**src/rtl/interrupt_arbiter.sv**
```systemverilog
// interrupt_arbiter: fixed-priority interrupt arbiter with request/ack handshake and in-service tracking; nesting via INT_NESTING_EN
//   ports: clock, nreset (async active-low), irq_in, irq_edge_sel, control_reg[0]=global enable, mask_reg,
//          pending_clr (W1C pulse), int_ack, int_return -> interrupt, int_vec_addr, pending, in_service
module interrupt_arbiter #(
  parameter int                NUM_SRC  = 8,
  parameter int                ADDR_W   = 14,
  parameter logic [ADDR_W-1:0] VEC_BASE = 14'h0001
) (
  input  logic               clock,
  input  logic               nreset,
  input  logic [NUM_SRC-1:0] irq_in,
  input  logic [NUM_SRC-1:0] irq_edge_sel,
  input  logic [7:0]         control_reg,
  input  logic [NUM_SRC-1:0] mask_reg,
  input  logic [NUM_SRC-1:0] pending_clr,
  input  logic               int_ack,
  input  logic               int_return,
  output logic               interrupt,
  output logic [ADDR_W-1:0]  int_vec_addr,
  output logic [NUM_SRC-1:0] pending,
  output logic [NUM_SRC-1:0] in_service
);
  localparam int IW = NUM_SRC > 1 ? $clog2(NUM_SRC) : 1;
  typedef enum logic [1:0] {IDLE, REQUEST, SERVICE} state_t;
  state_t             state_q, state_d;
  logic [NUM_SRC-1:0] irq_prev_q, pending_q, pending_d, in_service_q, in_service_d;
  logic [NUM_SRC-1:0] event_v, eligible, ack_bit, ret_bit;
  logic [IW-1:0]      win_q, win_d, win_idx;
  logic               ack;
  function automatic logic [IW-1:0] low_idx(input logic [NUM_SRC-1:0] v);
    low_idx = '0;
    for (int i = NUM_SRC - 1; i >= 0; i--)
      if (v[i]) low_idx = IW'(i);
  endfunction
  always_comb begin
    event_v      = irq_in & ~(irq_edge_sel & irq_prev_q);
    eligible     = pending_q & mask_reg & {NUM_SRC{control_reg[0]}};
    win_idx      = low_idx(eligible);
    ack          = state_q == REQUEST && int_ack;
    ack_bit      = ack ? NUM_SRC'(1) << win_q : '0;
    // isolate the lowest set in_service bit
    ret_bit      = int_return ? in_service_q & (~in_service_q + NUM_SRC'(1)) : '0;
    // a new event overrides any clear in the same cycle
    pending_d    = (pending_q & ~(pending_clr | ack_bit)) | event_v;
    in_service_d = (in_service_q & ~ret_bit) | ack_bit;
    state_d      = state_q;
    win_d        = win_q;
    case (state_q)
      IDLE: if (|eligible) begin
        state_d = REQUEST;
        win_d   = win_idx;
      end
      REQUEST:
        if (ack) state_d = SERVICE;
        else if (!control_reg[0] || !mask_reg[win_q]) state_d = |in_service_d ? SERVICE : IDLE;
      SERVICE:
        if (!(|in_service_d)) state_d = IDLE;
`ifdef INT_NESTING_EN
        else if (|eligible && win_idx < low_idx(in_service_q)) begin
          state_d = REQUEST;
          win_d   = win_idx;
        end
`else
        else state_d = SERVICE;
`endif
      default: state_d = IDLE;
    endcase
  end
  always_ff @(posedge clock or negedge nreset) begin
    if (!nreset) begin
      state_q      <= IDLE;
      win_q        <= '0;
      irq_prev_q   <= '0;
      pending_q    <= '0;
      in_service_q <= '0;
    end else begin
      state_q      <= state_d;
      win_q        <= win_d;
      irq_prev_q   <= irq_in;
      pending_q    <= pending_d;
      in_service_q <= in_service_d;
    end
  end
  assign interrupt    = state_q == REQUEST;
  assign int_vec_addr = interrupt ? VEC_BASE + ADDR_W'(win_q) : '0;
  assign pending      = pending_q;
  assign in_service   = in_service_q;
endmodule

```
**config.mk**
```make
export PLATFORM = sky130hd
export DESIGN_NAME = interrupt_arbiter
export DESIGN_NICKNAME = d
export VERILOG_FILES = /design/src/rtl/interrupt_arbiter.sv
export SDC_FILE = /design/constraint.sdc
export NUM_CORES = 1
export LEC_CHECK = 0
export CAP_MARGIN = 0
export CORE_MARGIN = 4
export CORE_UTILIZATION = 36
export DETAILED_ROUTE_END_ITERATION = 10
export HOLD_SLACK_MARGIN = 0.03
export PLACE_DENSITY = 0.75
export SKIP_LAST_GASP = 1
export SYNTH_ARGS = -nofsm -noshare
export SYNTH_HDL_FRONTEND = slang
export SYNTH_SLANG_ARGS = --single-unit
```
**constraint.sdc**
```tcl
create_clock -name clock -period 1.67 [get_ports clock]
set_input_delay 0.334 -clock clock [delete_from_list [all_inputs] [get_ports clock]]
set_output_delay 0.334 -clock clock [all_outputs]
set_load 0.02 [all_outputs]
```
==> results.py <==
metrics = {
    "detailed_routing": {
        "wl_met1_um": 1945,
        "drt-vias-per-instance": 4.802,
        "drt_iter0_drc": 49,
        "vias": 1479,
        "highest_layer": "met4",
        "wl_met2_um": 2063,
        "wirelength_um": 4444,
        "met3WireLength_um": 378,
        "ant_nets": 0,
        "drc": 0,
        "first_pass_iters": 4,
        "avgRoutedWirePerCell_um": 14.43,
    },
    "logic_synthesis": {
        "synthCells": 158,
        "yosysUniqueCellTypes": 33,
        "yosys.area_share.simple_pct": 17.06,
        "synth_compound_area_share_pct": 16.82,
        "ys_seq_area_share_pct": 47.35,
        "synth_xor_area_share_pct": 0,
        "ys_ff_latch": 29,
        "synth_top_area_cell": "dfrtp_1",
        "synthAdderAreaFrac_pct": 6.204,
        "syn_area_per_cell_um2": 9.701,
        "synth_top_family_by_area": "simple AND/OR/NAND/NOR gates",
        "synthMuxAreaShare_pct": 3.510,
        "synth_area_leaders": "dfrtp_1, nand2_1, a32o_1",
        "synth.cell_area_mm2": 0.001533,
        "yosysWarnings": 0,
        "synth_top_area_share_pct": 47.35,
    },
    "layout": {
        "fillers": 355,
        "finalInstanceArea_mm2": 0.002587,
        "n_antenna_cell": 0,
        "ff_latch_area_um2": 726.9,
        "multi_input_area_um2": 774.5,
        "layoutNonFillerInstCount": 308,
        "final_util_pct": 63.77,
        "layout.nets": 307,
        "drive_above_1_share_pct": 27.52,
        "area_growth_syn_to_layout_pct": 68.82,
    },
    "worst_setup_path": {
        "arrival_ns": 1.36,
        "endpoint_kind": "output pin",
        "cp.required_ns": 1.34,
        "r2r_slack_ns": 0.07,
        "worst-setup-path-type": "flip-flop to output pin",
        "critPathLaunchType": "flip-flop",
        "cp_max_fo": 2,
    },
    "floorplanning": {
        "core_mm2": 0.004058,
        "die_y_um": 73.25,
        "fp-row-count": 23,
        "ioPinCount": 75,
        "die_w_um": 73.25,
        "fp.dieArea_mm2": 0.005366,
        "initial_core_util_pct": 37.77,
    },
    "hold_path": {
        "hold_path.class": "primary input to asynchronous set/reset pin",
    },
    "timing": {
        "slew_violations": 0,
        "setup_ws_ns": -0.02518,
        "worst_hold_slack_ns": 0.3486,
        "setup_viol": 2,
        "max_clock_freq_ghz": 0.5899,
        "post-route-period-util_pct": 101.5,
        "hold_violations": 0,
        "finalClockSkew_ns": 0.007237,
        "finalCriticalPeriod_ns": 1.695,
        "rsz0062_at_grt": "yes",
    },
    "cts": {
        "clkTransAtPathRegs_ns": 0.07,
        "h-tree-depth": 2,
        "clock_latency_ns": 0.29,
        "clockRootBuffer": "clkbuf_8",
        "cts.sinks": 29,
        "cts-buffers-inserted": 5,
        "cts_buffer_depth": 2,
        "tritoncts": "done",
    },
    "grt": {
        "grt_pass1_wl_um": 6851,
        "track_usage_pct": 17.17,
        "grt_antenna_before_repair": 0,
        "grt_max_degree": 22,
        "overflow": 0,
        "grt_pass1_vias": 1497,
    },
    "placement": {
        "pre_cts_ws_ns": -0.3645,
        "gp_congestion": 0.8565,
        "dp_cells": 295,
        "dpl_cell_area_mm2": 0.002372,
        "io_buffers": 57,
        "dp_hpwl_um": 3470,
    },
    "power": {
        "power_density_mw_per_mm2": 1370,
        "p_leak_uw": 0.001300,
        "vdd_drop_max_uv": 526.4,
    },
    "outcome": {
        "violations": "negative setup slack",
        "outcome": "complete, but fails checks",
    },
    "run": {
        "maxCapViolCount": 0,
    },
}
synthesized netlist by cell type:
| cell | n |
|---|---|
| o31ai_1 | 3 |
| mux2_2 | 1 |
| a31o_2 | 1 |
| a21boi_1 | 1 |
| a21oi_1 | 5 |
| or2_4 | 1 |
| a21bo_2 | 1 |
| nand4b_1 | 1 |
| or3_1 | 1 |
| maj3_1 | 2 |
| a22o_1 | 2 |
| buf_4 | 10 |
| o31ai_4 | 1 |
| nand4_1 | 1 |
| or3b_4 | 1 |
| o21ai_0 | 8 |
| nor4_1 | 1 |
| and3_1 | 1 |
| nand3_1 | 6 |
| mux2i_1 | 2 |
| clkbuf_1 | 2 |
| a211oi_1 | 1 |
| dfrtp_1 | 29 |
| conb_1 | 1 |
| a21boi_0 | 1 |
| nand2b_1 | 3 |
| ha_1 | 6 |
| a32o_1 | 9 |
| inv_1 | 14 |
| nand2_1 | 35 |
| nor2_1 | 4 |
| mux4_2 | 1 |
| and2_1 | 2 |
placed cells by master (no fill, tap or decap), types with 2 or more instances in the layout:
master            n
clkbuf_8          5
inv_1            10
clkdlybuf4s50_1  38
a22o_1            2
mux2i_1           2
nand2_1          35
o21ai_0           7
buf_6             4
buf_4            37
maj3_1            2
o31ai_1           3
dlymetal6s2s_1    2
inv_2             2
nor2_1            3
nand2b_1          2
conb_1           10
clkdlybuf4s15_2   2
ha_4              2
a32o_1            9
a21oi_1           5
ha_1              3
dlygate4sd2_1    12
nand3_1           6
dfrtp_1          28
critical path: stages (launching register included):
cell and delay, ns:
dfrtp_1 0.40, ha_2 0.22, ha_4 0.22, nor2_4 0.12
buf_6 0.12
per-layer routing:
layer  track usage, %  vias up
met5                0        -
met4            5.533        0
met3            6.430        6
met2            28.30       62
met1            20.64      688
li1                 -      723
stage by stage:
stage | setup TNS [ns] | power, uW
6_report | -0.02540 | 3544
5_1_grt | -0.09953 | 3753
4_1_cts | -0.2096 | 3260
3_5_place_dp | -2.541 | 2560
3_3_place_gp | -2.501 | 2536
2_1_floorplan | 0 | 1743
sequential cells by signal (all words and copies together) (netlist names):
register    cells
state_q         2
win_q           3
pending         8
in_service      8
irq_prev_q      8
final cells by class:
cell class	count	area share (%)
clock buffers	6	2.805
flip-flops and latches	29	28.09
well taps	50	2.418
clock inverters	2	1.354
inverters	14	2.321
multi-input cells	112	29.93
repair buffers	95	33.08
path summary, 6_finish.rpt:
kind                                    startpoint                       to  cells after the start
setup / recovery              win_q[1]$_DFFE_PN0P_          int_vec_addr[2]                      4
hold / removal                              nreset  irq_prev_q[4]$_DFF_PN0_                      2
setup reg to reg           in_service[3]$_DFF_PN0_   state_q[1]$_DFFE_PN0P_                      5
hold reg to reg            irq_prev_q[7]$_DFF_PN0_     pending[7]$_DFF_PN0_                      2
max in group asynchronous                   nreset  in_service[0]$_DFF_PN0_                      2
min in group clock                      int_return  in_service[0]$_DFF_PN0_                      2
logic make-up (layout without fill, tap and decap cells):
group | after synthesis | count (layout)
buffers and inverters | 26 | 117
and+or+nand+nor | 57 | 57
DFF | 29 | 29
adders and majority gates | 8 | 8
other | 1 | 10
muxes | 4 | 4
AOI/OAI and AO/OA | 33 | 33
power breakdown:
part	internal [uW]	switching (uW)
sequential	841	131
clock	442	273
combinational	965	891
repair_timing:
action                     in CTS  in global routing
gates resized for setup        40                 19
pin swaps                       2                  3
hold endpoints to repair        0                  0
hold buffers                    0                  0
setup endpoints to repair      22                 14
setup buffers                   0                  5
Note: power is estimated with default switching activity, not from simulation.
